### config.mk
export PLATFORM = sky130hd
export DESIGN_NAME = mux_n_pipe
export DESIGN_NICKNAME = d
export VERILOG_FILES = /design/src/rtl/mux_n_pipe_pkg.sv /design/src/rtl/mux_n_sel.sv /design/src/rtl/mux_n_pipe.sv
export SDC_FILE = /design/constraint.sdc
export NUM_CORES = 1
export LEC_CHECK = 0
export ABC_CLOCK_PERIOD_IN_PS = 1600
export BUFFER_PORTS_ARGS = -buffer_cell sky130_fd_sc_hd__clkbuf_2
export CAP_MARGIN = 30
export CORE_MARGIN = 5
export CORE_UTILIZATION = 40
export DETAILED_ROUTE_END_ITERATION = 10
export MAX_ROUTING_LAYER = met4
export PLACE_DENSITY_LB_ADDON = 0.05
export SYNTH_ARGS = -nofsm -noshare
export SYNTH_HDL_FRONTEND = slang
export SYNTH_SLANG_ARGS = --single-unit
### constraint.sdc
create_clock -name clk -period 1.6 [get_ports clk]
set_input_delay 0.16 -clock clk [delete_from_list [all_inputs] [get_ports clk]]
set_output_delay 0.16 -clock clk [all_outputs]
set_load 0.02 [all_outputs]
### src/rtl/mux_n_pipe_pkg.sv
// mux_n_pipe_pkg: state encoding and shared constants for mux_n_pipe
package mux_n_pipe_pkg;
  typedef enum logic [1:0] {
    ST_EMPTY = 2'd0,
    ST_ONE   = 2'd1,
    ST_TWO   = 2'd2
  } state_t;
  localparam int ERRCNT_W = 8;
endpackage

### src/rtl/mux_n_sel.sv
// mux_n_sel: combinational N-way word selector; out-of-range select yields zero and err
module mux_n_sel #(
  parameter int WIDTH = 32,
  parameter int N_IN  = 4,
  parameter int SEL_W = $clog2(N_IN)
) (
  input  logic [N_IN*WIDTH-1:0] data_i,
  input  logic [SEL_W-1:0]      sel_i,
  output logic [WIDTH-1:0]      word_o,
  output logic                  err_o
);
  logic [WIDTH-1:0] words [2**SEL_W];
  // pad the table to a power of two so every select value indexes something defined
  for (genvar g = 0; g < 2**SEL_W; g++) begin : g_w
    if (g < N_IN) begin : g_in
      assign words[g] = data_i[g*WIDTH +: WIDTH];
    end else begin : g_pad
      assign words[g] = '0;
    end
  end
  // extra bit keeps the compare correct when N_IN is a power of two
  assign err_o  = {1'b0, sel_i} >= (SEL_W+1)'(N_IN);
  assign word_o = err_o ? '0 : words[sel_i];
endmodule

### src/rtl/mux_n_pipe.sv
// mux_n_pipe: N-way selector behind a 2-entry skid buffer; MUX_N_PIPE_ERRCNT_EN adds err_cnt
module mux_n_pipe
  import mux_n_pipe_pkg::*;
#(
  parameter int WIDTH = 32,
  parameter int N_IN  = 4,
  parameter int SEL_W = $clog2(N_IN)
) (
  input  logic                  clk,
  input  logic                  rst_n,
  input  logic [N_IN*WIDTH-1:0] in_data,
  input  logic [SEL_W-1:0]      in_sel,
  input  logic                  in_valid,
  output logic                  in_ready,
  output logic [WIDTH-1:0]      out_data,
  output logic [SEL_W-1:0]      out_sel,
  output logic                  out_err,
  output logic                  out_valid,
  input  logic                  out_ready
`ifdef MUX_N_PIPE_ERRCNT_EN
  ,
  output logic [ERRCNT_W-1:0]   err_cnt
`endif
);
  typedef struct packed {
    logic             err;
    logic [SEL_W-1:0] sel;
    logic [WIDTH-1:0] data;
  } entry_t;
  state_t           state_q;
  entry_t           main_q, skid_q, new_e;
  logic             in_ready_q, out_valid_q, acc, tak, sel_err;
  logic [WIDTH-1:0] sel_word;
  mux_n_sel #(.WIDTH(WIDTH), .N_IN(N_IN), .SEL_W(SEL_W)) u_sel (
    .data_i(in_data),
    .sel_i (in_sel),
    .word_o(sel_word),
    .err_o (sel_err)
  );
  assign new_e     = '{err: sel_err, sel: in_sel, data: sel_word};
  assign acc       = in_valid && in_ready_q;
  assign tak       = out_valid_q && out_ready;
  assign in_ready  = in_ready_q;
  assign out_valid = out_valid_q;
  assign out_data  = main_q.data;
  assign out_sel   = main_q.sel;
  assign out_err   = main_q.err;
  // occupancy FSM; handshake flags are registered alongside the state so neither has a comb path
  always_ff @(posedge clk) begin
    if (!rst_n) begin
      state_q     <= ST_EMPTY;
      in_ready_q  <= 1'b1;
      out_valid_q <= 1'b0;
      main_q      <= '0;
      skid_q      <= '0;
    end else begin
      case (state_q)
        ST_EMPTY: if (acc) begin
          main_q      <= new_e;
          state_q     <= ST_ONE;
          out_valid_q <= 1'b1;
        end
        ST_ONE: if (acc && !tak) begin
          skid_q     <= new_e;
          state_q    <= ST_TWO;
          in_ready_q <= 1'b0;
        end else if (acc) begin
          main_q <= new_e;
        end else if (tak) begin
          state_q     <= ST_EMPTY;
          out_valid_q <= 1'b0;
        end
        ST_TWO: if (tak) begin
          main_q     <= skid_q;
          state_q    <= ST_ONE;
          in_ready_q <= 1'b1;
        end
        default: begin
          state_q     <= ST_EMPTY;
          in_ready_q  <= 1'b1;
          out_valid_q <= 1'b0;
        end
      endcase
    end
  end
`ifdef MUX_N_PIPE_ERRCNT_EN
  logic [ERRCNT_W-1:0] err_cnt_q;
  assign err_cnt = err_cnt_q;
  // saturating count of accepted out-of-range selects
  always_ff @(posedge clk) begin
    if (!rst_n) err_cnt_q <= '0;
    else if (acc && sel_err && err_cnt_q != '1) err_cnt_q <= err_cnt_q + 1'b1;
  end
`endif
endmodule

== Word-level counts from Yosys, hierarchy flattened ==
Index checks and enable logic that the tools add are counted.
Cells by class
  mux-type cells: 21
  reductions and logical operators: 11
  $lt $le $gt $ge: 1
  bitwise operators: 3
  equality and inequality tests: 10
Operator list (count)
  $mux W35: 3
  $pmux W35 S3: 1
  $bmux W32 S2: 1
  $mux W32: 2
  $ne A2 B2 Y1 const B: 6
  $mux W2: 5
  $mux W1: 6
  $ne A3 B3 Y1 const B: 2
  $pmux W1 S3: 2
  $pmux W2 S3: 1
  $reduce_and A3 Y1: 2
  $reduce_and A5 Y1: 1
  $reduce_and A4 Y1: 1
  $ge A3 B3 Y1 const B: 1
  $logic_and A1 B1 Y1: 3
  $not A2 Y3: 1
  $reduce_bool A3 Y1: 1
  $eq A2 B1 Y1 const B: 1
  $eq A2 B2 Y1 const B: 1
  $logic_not A2 Y1: 1
  $not A1 Y1: 2
  $reduce_and A2 Y1: 1
  $logic_not A1 Y1: 1
Word-level totals
  input port bits: 134
  bits in registers: 73

== Longest topological paths before layout ==
  depth after elaboration: 7
  mapped depth: 7
  gate-level depth less buffers: 4

== Modules after synthesis ==
Synthesis repeated with hierarchy kept, for this count alone.
Unflattened totals
  cell total of the unflattened synthesis: 381
  area total of the unflattened synthesis: 4287.9 um2
Modules (own cells, without submodules)
  mux_n_pipe: area each 3462.1 um2, instances 1, cells an instance 340
  mux_n_sel: area each 825.8 um2, instances 1, cells an instance 41

== Worst setup path before layout ==
No wires, ideal clock.
  path kind: flip-flop to flip-flop
  start point: reg in_ready_q (netlist: in_ready)
  end point: reg main_q, in the netlist out_data[20]
  slack: 0.150 ns
  buffers on the path: 2
  data arrival time: 1.327 ns
  setup time: 0.123 ns
  data required time: 1.477 ns
  cell stages (with the launch flop): 6
  cell sequence: dfxtp_1 -> nand4_1 -> o211ai_2 -> buf_6 -> buf_4 -> a31oi_1
Between the ends
  word-level cells in the longest chain between the ends: 4
  elaborated cells on any way between the ends: 7
  classes of those cells: eq/ne: 1; mux: 3; reduce/logical: 3
RTL lines
  start: declaration: RTL line mux_n_pipe.sv:32  | logic in_ready_q, out_valid_q, acc, tak, sel_err;
  start signal: assignment: RTL line mux_n_pipe.sv:52  | in_ready_q <= 1'b1;
  start signal: assignment: RTL line mux_n_pipe.sv:66  | in_ready_q <= 1'b0;
  start signal: assignment: RTL line mux_n_pipe.sv:76  | in_ready_q <= 1'b1;
  $logic_and A1 B1 Y1 *: RTL line mux_n_pipe.sv:41  | assign acc = in_valid && in_ready_q;
  $mux W35 / $logic_and A1 B1 Y1 (equally long branches)
  $mux W35 / $ne A2 B2 Y1 (equally long branches)
  $pmux W35 S3 / $reduce_and A3 Y1 (equally long branches)
  end signal: assignment: RTL line mux_n_pipe.sv:59  | main_q <= new_e;
  end signal: assignment: RTL line mux_n_pipe.sv:68  | main_q <= new_e;
  end signal: assignment: RTL line mux_n_pipe.sv:74  | main_q <= skid_q;
  end: declaration: RTL line mux_n_pipe.sv:31  | entry_t main_q, skid_q, new_e;
Mark *: on every way between the ends. The rest lies on a longest branch, timed or not. The select of a mux whose other input is x is not followed.
A chain may end at the register's enable or synchronous reset.

== Final worst setup path ==
  start point: reg in_ready_q (netlist: in_ready)
  end point: reg main_q, in the netlist out_data[1]
The elaborated chain is that of the path after synthesis.

==> impl_metrics.json <==
{
  "critPathLaunchType": "flip-flop",
  "cp_cell_sequence": "nand4_1 -> o211ai_4 -> buf_12 -> o21ai_0 -> a31oi_1",
  "avgSynthCellArea_sq_um": 10.23,
  "arrival_ns": 1.69,
  "wl_per_cell_um": 14.91,
  "routed_wl_mm": 9.823,
  "postCtsResizedCells": 0,
  "floorplan.initialDensity_pct": 41.07,
  "worstPathRequired_ns": 1.85,
  "cts_root_buffer": "clkbuf_8",
  "cpMaxStageDelayCell": "dfxtp_2",
  "setup_viol": 0,
  "avgViaCountPerCell": 5.083,
  "htree_levels": 3,
  "synthesis.area_sq_um": 3795,
  "firstDrtPassIters": 4,
  "dpl_cell_area_sq_um": 4755,
  "dpl.cell_count": 643,
  "grt_first_pass_wirelength_mm": 15.71,
  "core_region_area_sq_um": 9240,
  "reg2reg_from": "in_ready",
  "p_total_mw": 4.741,
  "r2r-end": "out_data[1]",
  "ys.warnings.count": 0,
  "die_y_um": 107.4,
  "drtIter0Drc": 98,
  "drive_gt1_share_pct": 42.83,
  "dp_hpwl_mm": 6.969,
  "synth_cells": 371,
  "final_cell_mix": "clkbuf_2, nand2_1, dfxtp_1",
  "hold_depth": 3,
  "hold-path-endpoint": "out_valid",
  "post_cts_buffers": 0,
  "maxCapViolCount": 0,
  "grt_overflow_total": 0,
  "status": "finished clean",
  "io_buffers": 169,
  "clk_latency_ns": 0.33,
  "setup_tns_ns": 0,
  "fin_crit_ns": 1.447,
  "leakage_nw": 2.382,
  "fin_nets": 659,
  "layout_commonest_cell": "clkbuf_2",
  "grt_max_degree": 73,
  "hold_buffers": 0,
  "rsz0062_at_grt": "false",
  "dr_total_vias": 3350,
  "worstHoldPathType": "input pin to flip-flop",
  "syn2layout_area_growth_pct": 30.14,
  "antenna_cells": 0,
  "post_synth_num_cell_types": 30,
  "fin_crit_sh_pct": 90.44,
  "antenna_found_initial": 0,
  "chipWidth_um": 107.4,
  "num_io_pins": 171,
  "drc_errors": 0,
  "ys_seq_area_share_pct": 37.98,
  "grt_usage_pct": 17.41,
  "cellPowerDensity_nw_per_um2": 960.0,
  "ys_ff_latch": 72,
  "finalClockSkew_ns": 0.009787,
  "cts_tree": "yes",
  "num_rows": 35,
  "antenna_violating_nets_post_route": 0,
  "dieArea_sq_um": 11530,
  "cts.reportedPaths.clkPinSlew_ns": 0.08,
  "hold_viol": 0,
  "cp_slowest_stage_delay_ns": 0.38,
  "path_class": "flip-flop to flip-flop",
  "slew_viol_final": 0,
  "syn_nets": 505,
  "cts_buffers": 9,
  "final_cells": 659,
  "clockBufferDepth": 2,
  "clock_sinks": 72,
  "min-delay-start": "out_ready",
  "max_freq_ghz": 0.6911,
  "crit_fanout": 33,
  "crit_family": "compound AO/OA/AOI/OAI gates",
  "worst-path-buf-inv": 1,
  "crit_path_end_kind": "flip-flop",
  "grt_pass1_vias": 3251,
  "r2r_slack_ns": 0.15,
  "vdd_drop_max_mv": 0.5211,
  "place_congestion": 0.7116,
  "design_area_sq_um": 4938,
  "reg2regPathDepth": 5
}
-- state kept, by name, summed over array words and instances, names as in the netlist --
register	cells
skid_q	34
in_ready	1
out_sel	2
state_q	2
out_data	32
out_valid	1
-- worst min-delay path: cells and delay by family --
family                 cells  cell delay [ns]
buffers and inverters      1             0.12
AO/OA/AOI/OAI              2             0.25
-- power breakdown --
part / leakage (nW) / switching [mW] / internal, mW
registers: 0.591 / 0.110 / 1.98
logic: 1.70 / 0.685 / 0.610
clock network: 0.0941 / 0.638 / 0.715
total: 2.38 / 1.43 / 3.31
-- final cells by class --
class	instances	area, sq um
Fill cell	896	4302
Multi-Input combinational cell	261	2107
Sequential cell	72	1445
Timing Repair Buffer	180	1041
Tap cell	129	161.4
Clock buffer	12	135.1
Clock inverter	4	45.04
Inverter	1	3.754
-- metal layers --
metal	global-route usage, %	vias up	wire, um
met5	-	-	0
met4	5.410	0	55
met3	3.419	6	639
met2	28.42	120	4861
met1	21.91	1575	4268
li1	-	1649	-
-- stage by stage --
| step | setup WS, ns | hold WS, ns | util, % |
|---|---|---|---|
| after floorplan | 0.1502 | 0.4169 | - |
| after global placement | 0.1835 | 0.4547 | 51.46 |
| after detailed placement | 0.1191 | 0.4604 | 51.46 |
| after CTS | 0.1094 | 0.2151 | 53.41 |
| after global routing | 0.01942 | 0.2488 | 53.45 |
| final | 0.1530 | 0.2300 | 53.45 |
-- cell families (layout without fill, tap and decap cells) --
group                  after synthesis  in the layout  share of synthesized area [%]
flip-flops                          72             72                          37.98
AO/OA/AOI/OAI                       75             75                          11.67
buffers and inverters               38            197                          6.924
AND/OR/NAND/NOR                    119            119                          14.97
multiplexers                        66             66                          28.35
other                                1              1                        0.09882
-- cell usage after synthesis --
cell / count / share of area (%)
dfxtp_1: 72 / 38
nand2_1: 72 / 7.1
nor2b_1: 36 / 5.9
mux2i_1: 34 / 9.0
a31oi_1: 32 / 5.3
o21ai_0: 30 / 4.0
mux4_2: 28 / 17
buf_6: 12 / 3.6
buf_2: 8 / 1.1
clkbuf_1: 8 / 0.79
buf_4: 5 / 0.99
mux4_1: 4 / 2.8
a21oi_1: 3 / 0.40
buf_1: 3 / 0.30
nand3_1: 3 / 0.40
o21ai_1: 3 / 0.40
nand2b_1: 2 / 0.33
nand4_1: 2 / 0.33
o211a_1: 2 / 0.53
o21a_1: 2 / 0.40
a211oi_1: 1 / 0.20
a21boi_0: 1 / 0.20
and3_1: 1 / 0.16
clkbuf_2: 1 / 0.13
conb_1: 1 / 0.099
inv_1: 1 / 0.099
nand4b_1: 1 / 0.23
nand4bb_1: 1 / 0.30
o211ai_2: 1 / 0.33
or2_2: 1 / 0.16
-- how the worst max path moves through the flow --
stage / from / end / slack, ns / depth (start not counted)
2_1_floorplan: in_ready / out_data[20] / 0.15 / 5
3_3_place_gp: in_sel[0] / skid_q[31] / 0.18 / 5
3_5_place_dp: in_ready / out_data[1] / 0.12 / 5
4_1_cts: in_ready / out_data[1] / 0.11 / 5
5_1_grt: state_q[0] / out_data[2] / 0.02 / 5
6_report: in_ready / out_data[1] / 0.15 / 5
(Power assumes the default switching activity.)
